[src/rtl/bcd_serial_adder_if.sv]
// Handshake and operand/result bundle for the digit-serial BCD adder/subtractor.
// master drives the request side; slave is the adder itself.
interface bcd_serial_adder_if #(
  parameter int unsigned DIGITS = 4
);
  logic                  start;
  logic                  sub;
  logic [4*DIGITS-1:0]   a;
  logic [4*DIGITS-1:0]   b;
  logic                  c_in;
  logic [4*DIGITS-1:0]   s;
  logic                  c_out;
  logic                  busy;
  logic                  done;
  logic                  invalid;

  modport master (
    output start, sub, a, b, c_in,
    input  s, c_out, busy, done, invalid
  );

  modport slave (
    input  start, sub, a, b, c_in,
    output s, c_out, busy, done, invalid
  );
endinterface

[src/rtl/bcd_serial_adder.sv]
// Digit-serial packed-BCD adder/subtractor: one digit per clock, LSD first, through a
// single 4-bit ripple adder plus decimal correction. Result is shadowed until completion.
module bcd_serial_adder #(
  parameter int unsigned DIGITS = 4
) (
  input logic               clk,
  input logic               rst_n,
  bcd_serial_adder_if.slave bus
);

  localparam int unsigned IdxW = (DIGITS > 1) ? $clog2(DIGITS) : 1;
  localparam logic [IdxW-1:0] LastIdx = IdxW'(DIGITS - 1);

  typedef enum logic [1:0] {StIdle, StRun, StDone} state_e;

  state_e                 state_q, state_d;
  logic [DIGITS-1:0][3:0] a_q, a_d, b_q, b_d, res_q, res_d, s_q, s_d;
  logic                   sub_q, sub_d, carry_q, carry_d;
  logic                   c_out_q, c_out_d, inv_q, inv_d;
  logic [IdxW-1:0]        idx_q, idx_d;

  logic [3:0] a_dig, b_dig, b_eff, dig;
  logic [4:0] rc, t;
  logic       cy, nib_bad;

  // Shared digit step: nine's complement of B for subtraction, ripple add, +6 correction.
  always_comb begin
    a_dig = a_q[idx_q];
    b_dig = b_q[idx_q];
    b_eff = sub_q ? (4'd9 - b_dig) : b_dig;
    rc    = '0;
    t     = '0;
    rc[0] = carry_q;
    for (int unsigned i = 0; i < 4; i++) begin
      t[i]    = a_dig[i] ^ b_eff[i] ^ rc[i];
      rc[i+1] = (a_dig[i] & b_eff[i]) | (rc[i] & (a_dig[i] ^ b_eff[i]));
    end
    t[4] = rc[4];
    cy   = (t > 5'd9);
    dig  = cy ? (t[3:0] + 4'd6) : t[3:0];
  end

  always_comb begin
    nib_bad = 1'b0;
    for (int unsigned i = 0; i < DIGITS; i++) begin
      if ((bus.a[4*i +: 4] > 4'd9) || (bus.b[4*i +: 4] > 4'd9)) nib_bad = 1'b1;
    end
  end

  always_comb begin
    state_d = state_q;
    a_d     = a_q;
    b_d     = b_q;
    res_d   = res_q;
    s_d     = s_q;
    sub_d   = sub_q;
    carry_d = carry_q;
    c_out_d = c_out_q;
    inv_d   = inv_q;
    idx_d   = idx_q;
    unique case (state_q)
      StIdle: begin
        if (bus.start) begin
          state_d = StRun;
          a_d     = bus.a;
          b_d     = bus.b;
          sub_d   = bus.sub;
          carry_d = bus.c_in;
          inv_d   = nib_bad;
          idx_d   = '0;
        end
      end
      StRun: begin
        res_d[idx_q] = dig;
        carry_d      = cy;
        idx_d        = idx_q + 1'b1;
        if (idx_q == LastIdx) begin
          state_d = StDone;
          s_d     = inv_q ? '0 : res_d;
          c_out_d = inv_q ? 1'b0 : cy;
        end
      end
      StDone:  state_d = StIdle;
      default: state_d = StIdle;
    endcase
  end

  always_ff @(posedge clk) begin
    if (!rst_n) begin
      state_q <= StIdle;
      a_q     <= '0;
      b_q     <= '0;
      res_q   <= '0;
      s_q     <= '0;
      sub_q   <= 1'b0;
      carry_q <= 1'b0;
      c_out_q <= 1'b0;
      inv_q   <= 1'b0;
      idx_q   <= '0;
    end else begin
      state_q <= state_d;
      a_q     <= a_d;
      b_q     <= b_d;
      res_q   <= res_d;
      s_q     <= s_d;
      sub_q   <= sub_d;
      carry_q <= carry_d;
      c_out_q <= c_out_d;
      inv_q   <= inv_d;
      idx_q   <= idx_d;
    end
  end

  assign bus.s       = s_q;
  assign bus.c_out   = c_out_q;
  assign bus.invalid = inv_q;
  assign bus.busy    = (state_q == StRun);
  assign bus.done    = (state_q == StDone);

endmodule

[src/flat_wrapper.sv]
// flat-port wrapper written by rule: the top's interface ports become plain ports
module bcd_serial_adder_flat 
#(
  parameter int unsigned DIGITS = 4
)
  (clk, rst_n, bus_start, bus_sub, bus_a, bus_b, bus_c_in, bus_s, bus_c_out, bus_busy, bus_done, bus_invalid);
  bcd_serial_adder_if #(.DIGITS(DIGITS)) bus_i ();
  input logic clk;
  input logic rst_n;
  input wire logic [$bits(bus_i.start)-1:0] bus_start;
  input wire logic [$bits(bus_i.sub)-1:0] bus_sub;
  input wire logic [$bits(bus_i.a)-1:0] bus_a;
  input wire logic [$bits(bus_i.b)-1:0] bus_b;
  input wire logic [$bits(bus_i.c_in)-1:0] bus_c_in;
  output wire logic [$bits(bus_i.s)-1:0] bus_s;
  output wire logic [$bits(bus_i.c_out)-1:0] bus_c_out;
  output wire logic [$bits(bus_i.busy)-1:0] bus_busy;
  output wire logic [$bits(bus_i.done)-1:0] bus_done;
  output wire logic [$bits(bus_i.invalid)-1:0] bus_invalid;
  assign bus_i.start = bus_start;
  assign bus_i.sub = bus_sub;
  assign bus_i.a = bus_a;
  assign bus_i.b = bus_b;
  assign bus_i.c_in = bus_c_in;
  assign bus_s = bus_i.s;
  assign bus_c_out = bus_i.c_out;
  assign bus_busy = bus_i.busy;
  assign bus_done = bus_i.done;
  assign bus_invalid = bus_i.invalid;
  bcd_serial_adder #(.DIGITS(DIGITS)) u_core (.clk(clk), .rst_n(rst_n), .bus(bus_i));
endmodule
[config.mk]
export PLATFORM = sky130hd
export DESIGN_NAME = bcd_serial_adder_flat
export DESIGN_NICKNAME = d
export VERILOG_FILES = /design/src/rtl/bcd_serial_adder_if.sv /design/src/rtl/bcd_serial_adder.sv /design/src/flat_wrapper.sv
export SDC_FILE = /design/constraint.sdc
export NUM_CORES = 1
export LEC_CHECK = 0
export BUFFER_PORTS_ARGS = -buffer_cell sky130_fd_sc_hd__buf_2
export CAP_MARGIN = 15
export CORE_ASPECT_RATIO = 0.5
export CORE_MARGIN = 1
export CORE_UTILIZATION = 40
export DETAILED_ROUTE_END_ITERATION = 12
export GPL_ROUTABILITY_DRIVEN = 0
export GPL_TIMING_DRIVEN = 0
export PLACE_DENSITY = 0.63
export SLEW_MARGIN = 20
export SYNTH_ARGS = -nofsm -noshare
export SYNTH_HDL_FRONTEND = slang
export SYNTH_SLANG_ARGS = --single-unit
[constraint.sdc]
create_clock -name clk -period 7 [get_ports clk]
set_input_delay 1.4 -clock clk [delete_from_list [all_inputs] [get_ports clk]]
set_output_delay 1.4 -clock clk [all_outputs]
set_load 0.05 [all_outputs]
==> results.md, run 1 <==
- Power Total: about 1.0 mW
- Min Tclk post-route: about 4.0 ns
- CTS Sinks: 68
- CTS Buf Count: 9
- Port Buffers: 56
- R2r endpoint: u_core.bus.s[6]$_SDFFE_PN0P_
- PD cells: between 200 and 300 mW/mm²
- Area Overhead vs Synth: 22.70%
- Pin count of the biggest net entering global routing: 12
- Worst r2r src: u_core.idx_q[1]$_SDFFE_PN0P_
- Wire per inst: about 14 µm
- Post-DP HPWL: roughly 5500 µm
- Worst Path Arrival: 4.28 ns
- CP endpoint kind: register
- Hold path start: u_core.bus.s[14]$_SDFFE_PN0P_
- Tcrit/Tclk final: between 50 and 60%
- Clock skew: between 0.003 and 0.004 ns
- Commonest non-fill, non-tap cell in the layout: nand2_1
- Fillers: around 750
- Max Cap Violations: 0
- Yosys reg bits: between 60 and 70
- Dpl cell area: roughly 0.0036 mm²
- Slew of the pin with the lowest slew margin: between 0.6 and 0.7 ns
- Final Hold Viols: 0
- Clock slew at reported path FFs: roughly 0.05 ns
- Pleak: around 1.6 nW
- Crit path from: u_core.idx_q[1]$_SDFFE_PN0P_
- Core area: 0.007487 mm²
- Antenna violations before repair: 0
- Root Driver: clkbuf_16
- Post-synthesis average cell area: 8.978 µm²
- CTS tree: yes
- Outcome: completed
- GRT overflow: 0
- Worst Reg2Reg Path Length in Cells: 13
- Max Fanout on Critical Path: 10
- Slew margin rel.: between 50% and 60%
- Most frequent cells in the layout: nand2_1 (85), dfxtp_1 (68), buf_2 (62), a21boi_0 (34), o21ai_0 (22)
- Mapped Area: around 0.0032 mm²
- VDD IR max: 0.0001183 V
- Crit path kind: register to register
- Hold Crit Class: register to register
- Seq/Total Area, Yosys: between 40% and 50%
- Final core utilization: 51.94%
- Final WL: roughly 7400 µm
- CTS Buffer Depth: 2
- Fmax: ~0.25 GHz
- CTS hold repair buffers: 0
- Hold endpoint: u_core.bus.s[14]$_SDFFE_PN0P_
- Antenna Diode Count: 0
- Layout cells sized above 1: a little under a quarter
- First-pass GRT wire length: roughly 13000 µm
- Multi-input gate area: 0.001628 mm²
- Vias: 2657
- Post-CTS resize count: 0
- First drt pass iteration count: 5
- Die area: 0.008305 mm²
- Initial DRC count: ~110
- Hold WS: around 0.45 ns
- Hold Path Depth: 2
- DRC viols: 0
- Req. time, crit path: 7.24 ns
- DR vias/cell: about 5
- Share of synthesized registers carrying an async set or reset: 0%
- Num ports: 57
- Post-synth EDFFs: 0
- Horiz. Die Dim: between 100 and 150 µm
- Latest clock arrival within the worst-skew pair: roughly 0.33 ns
- Ys Warns: 0
- Die extent in y: ~65 µm
- Number of global-route vias before repair: between 2000 and 3000
- Critical Path Start Type: register
- Sum Neg Setup Slack: 0 ns
- Post-Syn Nets: 401
- Antenna viol nets, final: 0
- Seq. cell area: 0.001361 mm²
- Design Area, Final: between 0.003 and 0.004 mm²
- Tot GR Track Use: 20.31%
- FF-to-FF setup slack: just under 3 ns
- CTS HTree Levels: 3
- Final max-slew violation count: 0
- Row cnt: 22
- # nets final: ~470
- Gate Count Post-Synth: roughly 350
- Commonest register cell after synthesis: dfxtp_1
- Initial core utilization: between 40% and 50%
- RSZ-0062 raised after global routing: no
- Netlist cell types: 44
- Post-CTS setup buffers: 0
- Final setup viols: 0
-- final cells by class --
type / count / area share, %
clock inverter: 4 / 1.223
multi-input combinational: 244 / 41.86
buffer: 26 / 3.185
clock buffer: 12 / 6.596
sequential: 68 / 35.01
inverter: 15 / 1.448
tap: 108 / 3.475
timing repair buffer: 56 / 7.207
-- report_power, final --
part           switching, mW  internal (mW)  total (mW)
sequential            0.0102          0.406       0.416
clock                  0.160          0.294       0.454
combinational         0.0995         0.0632       0.163
total                  0.270          0.762        1.03
-- cells by family (layout without fill, tap and decap cells) --
group,count (synthesis),in the layout,share of synthesized area [%]
fa+ha+maj,11,11,5.290
compound gates,102,102,22.42
mux,9,9,6.001
flops,68,68,42.95
simple gates,120,120,17.09
buf+inv,41,113,5.685
xor+xnor,2,2,0.5528
-- worst max-delay path by stage --
stage,end,slack [ns],cells past startpoint
2_1_floorplan,u_core.bus.s[10]$_SDFFE_PN0P_,3.37,13
3_3_place_gp,u_core.bus.s[6]$_SDFFE_PN0P_,2.99,13
3_5_place_dp,u_core.bus.s[6]$_SDFFE_PN0P_,2.97,13
4_1_cts,u_core.bus.s[6]$_SDFFE_PN0P_,2.95,13
5_1_grt,u_core.bus.s[6]$_SDFFE_PN0P_,2.68,13
6_report,u_core.bus.s[6]$_SDFFE_PN0P_,2.96,13
-- cell usage after synthesis, types with 2 or more instances --
cell type | count | area, µm²
a2111oi_0 | 3 | 26.28
a21boi_0 | 34 | 255.2
a21oi_1 | 10 | 50.05
a32oi_1 | 9 | 78.83
and2_2 | 5 | 37.54
buf_2 | 6 | 30.03
buf_6 | 2 | 22.52
clkbuf_1 | 17 | 63.81
dfxtp_1 | 68 | 1361
fa_1 | 4 | 80.08
ha_1 | 7 | 87.58
inv_1 | 15 | 56.30
mux4_2 | 8 | 180.2
nand2_1 | 85 | 319.1
nand3_1 | 2 | 10.01
nand4_1 | 2 | 12.51
nor2_1 | 7 | 26.28
nor2b_1 | 7 | 43.79
nor3_1 | 2 | 10.01
nor3b_1 | 2 | 15.01
o211a_1 | 3 | 30.03
o21ai_0 | 22 | 110.1
o21bai_1 | 2 | 15.01
o22ai_1 | 3 | 18.77
o31ai_1 | 9 | 67.56
-- state kept, by name, summed over array words and instances (netlist names) --
name                cells
u_core.res_q           12
u_core.bus.c_out        1
u_core.b_q             16
u_core.bus.s           16
u_core.bus.invalid      1
u_core.state_q          2
u_core.idx_q            2
u_core.sub_q            1
u_core.a_q             16
u_core.carry_q          1
-- per-stage QoR --
stage	std cells	setup slack, ns
after floorplan	353	3.372
after global placement	517	2.988
after detailed placement	517	2.966
after CTS	533	2.953
after global routing	533	2.685
final	533	2.960
-- critical path, cell delays in order (launching register included) --
cell	delay (ns)
dfxtp_1	0.35
clkbuf_1	0.49
mux4_2	0.44
xnor2_1	0.16
fa_1	0.36
inv_1	0.07
fa_1	0.15
inv_1	0.05
fa_1	0.39
fa_1	0.49
a21o_1	0.23
o21bai_1	0.16
a32o_1	0.37
o31ai_1	0.23
-- layer usage --
metal / track usage [%] / up-vias / routed length, µm
li1: - / 1360 / -
met1: 26.87 / 1244 / 3711
met2: 30.43 / 51 / 3296
met3: 6.771 / 2 / 361
met4: 8.235 / 0 / 27
met5: 0 / - / 0
(Power assumes the default switching activity.)
==> run 2, diff against run 1 <==
--- a/config.mk
+++ b/config.mk
@@ -5,6 +5,7 @@
 export SDC_FILE = /design/constraint.sdc
 export NUM_CORES = 1
 export LEC_CHECK = 0
+export ABC_AREA = 1
 export BUFFER_PORTS_ARGS = -buffer_cell sky130_fd_sc_hd__buf_2
 export CAP_MARGIN = 15
 export CORE_ASPECT_RATIO = 0.5
@@ -13,7 +14,7 @@
 export DETAILED_ROUTE_END_ITERATION = 12
 export GPL_ROUTABILITY_DRIVEN = 0
 export GPL_TIMING_DRIVEN = 0
-export PLACE_DENSITY = 0.63
+export PLACE_DENSITY = 0.66
 export SLEW_MARGIN = 20
 export SYNTH_ARGS = -nofsm -noshare
 export SYNTH_HDL_FRONTEND = slang
==> constraint.sdc (replaced) <==
create_clock -name clk -period 3.7 [get_ports clk]
set_input_delay 0.74 -clock clk [delete_from_list [all_inputs] [get_ports clk]]
set_output_delay 0.74 -clock clk [all_outputs]
set_load 0.05 [all_outputs]
==> run 2 against run 1 <==
Net effect:
- clock skew grew 0.0036 ns
- clock power up 72%
- critical endpoint is now u_core.res_q[10]$_SDFFE_PN0P_
- global-route usage is 1.5 points higher
- synthesized cell count grew 27%
- largest power group is now registers
==> results.md, run 2 <==
- Outcome: completed
- Max Fanout on Critical Path: 11 (+1)
- Synth top area cells: dfxtp_1 (42%), nand2_1 (9.1%), o21ai_0 (7.9%)
- Netlist cell types: 33 (-25%)
- Row cnt: 22 (unchanged)
- Sw Share: 32.93% (+6.8 points)
- Post-synth EDFFs: 0 (unchanged)
- Yosys reg bits: 68 (unchanged)
- Fillers: 768 (+2.5%)
- Met2 Routed Length: 3387 µm (+2.8%)
- Tcrit/Tclk final: 95.24% (+38 points)
- Area Overhead vs Synth: 25.00%
- Post-DP HPWL: 6085 µm (+10%)
- Met1 Wirelength: 4369 µm (+18%)
- Worst Path Arrival: 3.76 ns (-0.52 ns)
- Synth area leader: dfxtp_1
- Final Hold Viols: 0 (unchanged)
- Final setup viols: 0 (unchanged)
- Num ports: 57 (unchanged)
- Initial DRC count: 167 (+49%)
- Comb pwr share: 29.3% (+13 points)
- Clock share of power: 34.7% (-9.3 points)
- Placed cell count: 610 (+18%)
- Gate Count Post-Synth: 447 (+27%)
- Ys Warns: 0 (unchanged)
- Port Buffers: 55 (-1.8%)
- CTS Sinks: 68 (unchanged)
- Horiz. Die Dim: 128.9 µm (+0.76%)
- Share of synthesized registers carrying an async set or reset: 0% (unchanged)
- Latest clock arrival within the worst-skew pair: 0.33 ns (about the same)
- Min Tclk post-route: 3.524 ns (-0.5162 ns)
- RSZ-0062 raised after global routing: yes
- Antenna viol nets, final: 0 (unchanged)
- CP endpoint kind: register
- Pleak: 1.816 nW (+14%)
- CTS HTree Levels: 3 (unchanged)
- Pin count of the biggest net entering global routing: 12 (unchanged)
- First-pass GRT wire length: 13900 µm (+11%)
- CTS Buffer Depth: 2 (unchanged)
- Wire per inst: 13.28 µm (-4.3%)
- Hold WS: 0.4587 ns (+0.009838 ns)
- Initial core utilization: 42.67% (+0.34 points)
- Max layer used: met4
- Fmax: 0.2838 GHz (+15%)
- Non-filler cells, final: 626 (+17%)
- Switch Pwr: 742.3 µW (+170%)
- Sequential power share: 36.0% (-4.3 points)
- Core area: 0.007542 mm² (+0.74%)
- Seq. cell area: 0.001364 mm² (+0.18%)
- Top cells by count, synth: nand2_1 (78), dfxtp_1 (68), nor2_1 (58)
- Clock skew: 0.006976 ns (+0.003568 ns)
- Critical Path Start Type: register
- Req. time, crit path: 3.94 ns (-3.30 ns)
- # nets final: 562 (+20%)
- Die area: 0.008430 mm² (+1.5%)
- Antenna Diode Count: 0 (unchanged)
- Crit path kind: register to register
- Vias: 3072 (+16%)
- CTS tree: yes
- Final max-slew violation count: 0 (unchanged)
- Hold Crit Class: register to register
- Layout cells sized above 1: 20.46% (-2.6 points)
- GRT overflow: 0 (unchanged)
- Commonest register cell after synthesis: dfxtp_1
- Root Driver: clkbuf_16
- VDD IR max: 0.0002672 V (+130%)
- Max Cap Violations: 0 (unchanged)
- Commonest non-fill, non-tap cell in the layout: nand2_1
- Post-synthesis average cell area: 7.199 µm² (-20%)
- Most frequent cells in the layout: nand2_1 (78), dfxtp_1 (66), buf_2 (60), nor2_1 (58), o21ai_0 (51)
- Die extent in y: 65.43 µm (+0.75%)
- Clock slew at reported path FFs: 0.06 ns (about the same)
- First drt pass iteration count: 4 (-1)
- Pint: 1.512 mW (+98%)
- Slew of the pin with the lowest slew margin: 0.5430 ns (-0.07261 ns)
- Mapped Area: 0.003218 mm² (+1.5%)
- FF-to-FF setup slack: 0.18 ns (-2.78 ns)
- CTS hold repair buffers: 0 (unchanged)
- Number of global-route vias before repair: 2855 (+14%)
- CTS Buf Count: 9 (unchanged)
- Met3 wire len: 417 µm (+16%)
- Tot GR Track Use: 21.84% (+1.5 points)
- PD cells: 560.3 mW/mm² (+110%)
- Most frequent cell after synthesis: nand2_1
- Final WL: 8316 µm (+12%)
- Post-Syn Nets: 495 (+23%)
- Final core utilization: 53.33% (+1.4 points)
- Slew margin rel.: 63.80% (+4.8 points)
- Power Total: 2.254 mW (+120%)
- Top-area cell type share of the netlist area: 42.30% (-0.65 points)
- Seq/Total Area, Yosys: 42.30% (-0.65 points)
- Antenna violations before repair: 0 (unchanged)
- DR vias/cell: 4.907 (-1.6%)
- Multi-input gate area: 0.001659 mm² (+1.9%)
- DRC viols: 0 (unchanged)
run 2: changes by cell type after synthesis, sizes merged, moves of 7 or more:
| cell | before | now |
|---|---|---|
| a21oi | 11 | 49 |
| a32oi | 9 | 2 |
| inv | 15 | 46 |
| a21boi | 34 | 0 |
| nor2 | 7 | 61 |
| nor2b | 8 | 0 |
| nand3 | 2 | 28 |
| o31ai | 9 | 0 |
| mux4 | 8 | 0 |
| o21ai | 22 | 54 |
run 2: cell families (layout without fill, tap and decap cells):
group,count (synthesis),count (layout),share of synthesized area (%)
xor gates and xnor gates,3,3,0.8166
DFF,68,68,42.30
adders and majority gates,11,11,5.210
AOI/OAI and AO/OA,118,118,19.87
buffers and inverters,70,141,8.631
and+or+nand+nor,177,177,23.17
run 2: worst max-delay path, stage by stage, from the launching register on:
cell,delay (ns)
dfxtp_2,0.33
buf_6,0.14
inv_6,0.09
buf_8,0.14
nand2_1,0.05
a32o_1,0.26
fa_1,0.39
inv_1,0.08
fa_1,0.15
inv_1,0.05
fa_2,0.34
fa_2,0.62
inv_1,0.10
nand4_1,0.08
nand2_1,0.12
nand3_2,0.13
nand3_1,0.12
nand2_1,0.09
nand2_1,0.05
nand2_1,0.07
inv_1,0.03
run 2: what timing repair did:
action                                  CTS  global route
gates resized for setup                   4            28
endpoints found under the setup margin   20            23
cloned                                    0             0
pin swaps                                 0             4
buffers inserted                          0             1
run 2: per-layer routing:
layer,vias to the layer above,track usage (%)
li1,1598,-
met1,1393,29.41
met2,66,33.99
met3,15,5.049
met4,0,8.529
met5,-,0
run 2: area by class of cell:
type / instances / area share, %
tap: 108 / 3.359
multi-input combinational: 309 / 41.24
inverter: 46 / 4.417
timing repair buffer: 56 / 7.030
buffer: 24 / 3.328
sequential: 68 / 33.90
clock buffer: 13 / 6.470
clock inverter: 2 / 0.2488
run 2: final timing paths:
path / startpoint / end / cells past startpoint
max reg2reg: u_core.idx_q[0]$_SDFFE_PN0P_ / u_core.res_q[10]$_SDFFE_PN0P_ / 20
min: u_core.b_q[2]$_SDFFE_PN0P_ / u_core.b_q[2]$_SDFFE_PN0P_ / 2
max: u_core.idx_q[0]$_SDFFE_PN0P_ / u_core.res_q[10]$_SDFFE_PN0P_ / 20
min reg2reg: u_core.b_q[2]$_SDFFE_PN0P_ / u_core.b_q[2]$_SDFFE_PN0P_ / 2
run 2: stage by stage:
stage	setup slack [ns]	area [µm²]	TNS, ns
after floorplan	0.2301	3218	0
after global placement	-0.1086	3628	-1.271
after detailed placement	-0.1512	3628	-1.814
after CTS	0.01046	3913	0
after global routing	-0.02522	4023	-0.04998
final	0.1762	4023	0
run 2: power by group through the flow:
stage	Clock (mW)	Combinational, mW	Sequential (mW)
after floorplan	0	0.421	0.821
after global placement	0	0.544	0.824
after detailed placement	0	0.550	0.825
after CTS	0.800	0.566	0.810
after global routing	0.835	0.744	0.815
final	0.782	0.660	0.811
==> run 3, diff against run 2 <==
--- a/config.mk
+++ b/config.mk
@@ -6,15 +6,15 @@
 export NUM_CORES = 1
 export LEC_CHECK = 0
 export ABC_AREA = 1
-export BUFFER_PORTS_ARGS = -buffer_cell sky130_fd_sc_hd__buf_2
 export CAP_MARGIN = 15
 export CORE_ASPECT_RATIO = 0.5
 export CORE_MARGIN = 1
 export CORE_UTILIZATION = 40
 export DETAILED_ROUTE_END_ITERATION = 12
+export DONT_BUFFER_PORTS = 1
 export GPL_ROUTABILITY_DRIVEN = 0
 export GPL_TIMING_DRIVEN = 0
-export PLACE_DENSITY = 0.66
+export PLACE_DENSITY = 0.59
 export SLEW_MARGIN = 20
 export SYNTH_ARGS = -nofsm -noshare
 export SYNTH_HDL_FRONTEND = slang
==> run 3 against run 2 <==
Net effect:
- register-to-register slack improved by 0.03 ns
- wire length rose by 1.4%
- combinational power is 6.1% lower
- maximum frequency grew 0.89%
- sequential power up 0.6%
- clock power is 17% higher
- total power up 4.4%
- critical path depth decreased by 3
- first-iteration DRC count increased by 9.0%
- largest cell class unchanged
- sequential share of layout area increased by 2.1 points
- worst setup slack improved by 0.031 ns
- core utilization decreased by 3.1 points
==> results.md, run 3 (same netlist as run 2, synthesis figures left out) <==
- Max Fanout on Critical Path: 10 (-1)
- VDD IR max: 0.0003179 V (+19%)
- Commonest non-fill, non-tap cell in the layout: nand2_1
- Post-DP HPWL: 6137 µm (+0.86%)
- Initial core utilization: 42.67% (unchanged)
- Number of global-route vias before repair: 2662 (-6.8%)
- Die extent in y: 65.43 µm (unchanged)
- Slew margin rel.: 33.22% (-31 points)
- Power Total: 2.354 mW (+4.4%)
- CTS tree: yes
- Slew of the pin with the lowest slew margin: 1.002 ns (+0.4587 ns)
- PD cells: 620.6 mW/mm² (+11%)
- Layout cells sized above 1: 11.59% (-8.9 points)
- Final Hold Viols: 0 (unchanged)
- FF-to-FF setup slack: 0.21 ns (+0.03 ns)
- CTS Sinks: 68 (unchanged)
- Final max-slew violation count: 0 (unchanged)
- Max Cap Violations: 0 (unchanged)
- Latest clock arrival within the worst-skew pair: 0.34 ns (about the same)
- Pin count of the biggest net entering global routing: 12 (unchanged)
- CP endpoint kind: register
- CTS HTree Levels: 3 (unchanged)
- RSZ-0062 raised after global routing: no
- Sum Neg Setup Slack: 0 ns (unchanged)
- Vias: 2866 (-6.7%)
- DR vias/cell: 4.993 (+1.7%)
- Wire per inst: 14.70 µm (+11%)
- Worst Path Arrival: 3.69 ns (-0.07 ns)
- CTS Buffer Depth: 2 (unchanged)
- Req. time, crit path: 3.90 ns (-0.04 ns)
- First drt pass iteration count: 4 (unchanged)
- Clock slew at reported path FFs: 0.05 ns (about the same)
- Design Area, Final: 0.003792 mm² (-5.7%)
- Antenna Diode Count: 0 (unchanged)
- Tcrit/Tclk final: 94.40% (-0.84 points)
- Hold Crit Class: register to register
- Final WL: 8435 µm (+1.4%)
- Area Overhead vs Synth: 17.85%
- Pleak: 1.599 nW (-12%)
- Final core utilization: 50.28% (-3.1 points)
- Port Buffers: 0 (-100%)
- Most frequent cells in the layout: nand2_1 (77), dfxtp_1 (66), nor2_1 (58), o21ai_0 (50), a21oi_1 (48)
- Min setup slack post-route: 0.2072 ns (+0.03102 ns)
- Root Driver: clkbuf_16
- Critical Path Start Type: register
- Initial DRC count: 182 (+9.0%)
- Horiz. Die Dim: 128.9 µm (unchanged)
- Outcome: completed
- GRT overflow: 0 (unchanged)
- Crit path kind: register to register
- Antenna viol nets, final: 0 (unchanged)
- Final setup viols: 0 (unchanged)
- Tot GR Track Use: 22.23% (+0.40 points)
- CTS Buf Count: 9 (unchanged)
- Min Tclk post-route: 3.493 ns (-0.03102 ns)
- CTS hold repair buffers: 0 (unchanged)
- First-pass GRT wire length: 13670 µm (-1.6%)
- Antenna violations before repair: 0 (unchanged)
- Num ports: 57 (unchanged)
- Fmax: 0.2863 GHz (+0.89%)
- Worst slack, placed: -0.1898 ns (-0.03853 ns)
- Dpl cell area: 0.003353 mm² (-7.6%)
- Core area: 0.007542 mm² (unchanged)
- Die area: 0.008430 mm² (unchanged)
- Row cnt: 22 (unchanged)
- Clock skew: 0.007785 ns (+0.0008092 ns)
- Fillers: 799 (+4.0%)
- # nets final: 509 (-9.4%)
- DRC viols: 0 (unchanged)
-- run 3: changes by cell type in the layout (fill, tap and decap cells not counted), moves of 2 or more --
cell and change:
nand3_1 +2, buf_2 -55, nand3_2 -2, buf_4 +2
bufinv_16 +2
-- run 3: worst max-delay path, cell delays in order (launching register included) --
cell and delay, ns:
dfxtp_2 0.35, buf_6 0.14, buf_6 0.14, nand2_1 0.06, a32o_2 0.29, fa_1 0.39, inv_1 0.08, fa_1 0.15
inv_1 0.05, fa_2 0.34, fa_2 0.52, or2_1 0.25, nand2_1 0.10, nand2_4 0.09, nand3_2 0.11, nand3_1 0.10
nand3_1 0.12, a21oi_1 0.07
-- run 3: final timing paths --
| check | start | to | cells past startpoint |
|---|---|---|---|
| setup / recovery | u_core.idx_q[0]$_SDFFE_PN0P_ | u_core.bus.s[5]$_SDFFE_PN0P_ | 17 |
| hold / removal | u_core.b_q[2]$_SDFFE_PN0P_ | u_core.b_q[2]$_SDFFE_PN0P_ | 2 |
| setup reg to reg | u_core.idx_q[0]$_SDFFE_PN0P_ | u_core.bus.s[5]$_SDFFE_PN0P_ | 17 |
| hold reg to reg | u_core.b_q[2]$_SDFFE_PN0P_ | u_core.b_q[2]$_SDFFE_PN0P_ | 2 |
-- run 3: repair_timing --
action / 4_1_cts / 5_1_grt
gates resized for setup: 6 / 25
endpoints found under the setup margin: 21 / 22
buffers inserted: 0 / 3
pin swaps: 0 / 3
-- run 3: stage by stage --
stage	instances	hold slack (ns)
final	574	0.4595
after global routing	574	0.4853
after CTS	571	0.4587
after detailed placement	555	0.4434
after global placement	555	0.4361
after floorplan	447	0.4252
-- run 3: where the power goes --
group | leakage (nW) | switching (mW) | total, mW | internal (mW)
Clock | 0.159 | 0.313 | 0.918 | 0.604
Combinational | 0.880 | 0.400 | 0.620 | 0.221
Sequential | 0.560 | 0.0316 | 0.816 | 0.784
Total | 1.60 | 0.744 | 2.35 | 1.61
-- run 3: per-layer routing --
layer | wire length [µm] | share of wire (%) | global-route usage, % | up-vias
li1 | - | - | - | 1499
met1 | 4412 | 52 | 31.28 | 1287
met2 | 3425 | 41 | 31.49 | 76
met3 | 548 | 6.5 | 8.143 | 4
met4 | 48 | 0.57 | 6.176 | 0
met5 | 0 | 0 | 0 | -
-- run 3: area by class of cell --
| type | instances | area, µm² | area share [%] |
|---|---|---|---|
| sequential | 68 | 1364 | 35.96 |
| timing repair buffer | 3 | 22.52 | 0.5939 |
| clock buffer | 11 | 242.7 | 6.401 |
| clock inverter | 5 | 75.07 | 1.980 |
| inverter | 46 | 177.7 | 4.685 |
| multi-input combinational | 309 | 1642 | 43.29 |
| tap | 108 | 135.1 | 3.563 |
| buffer | 24 | 133.9 | 3.530 |
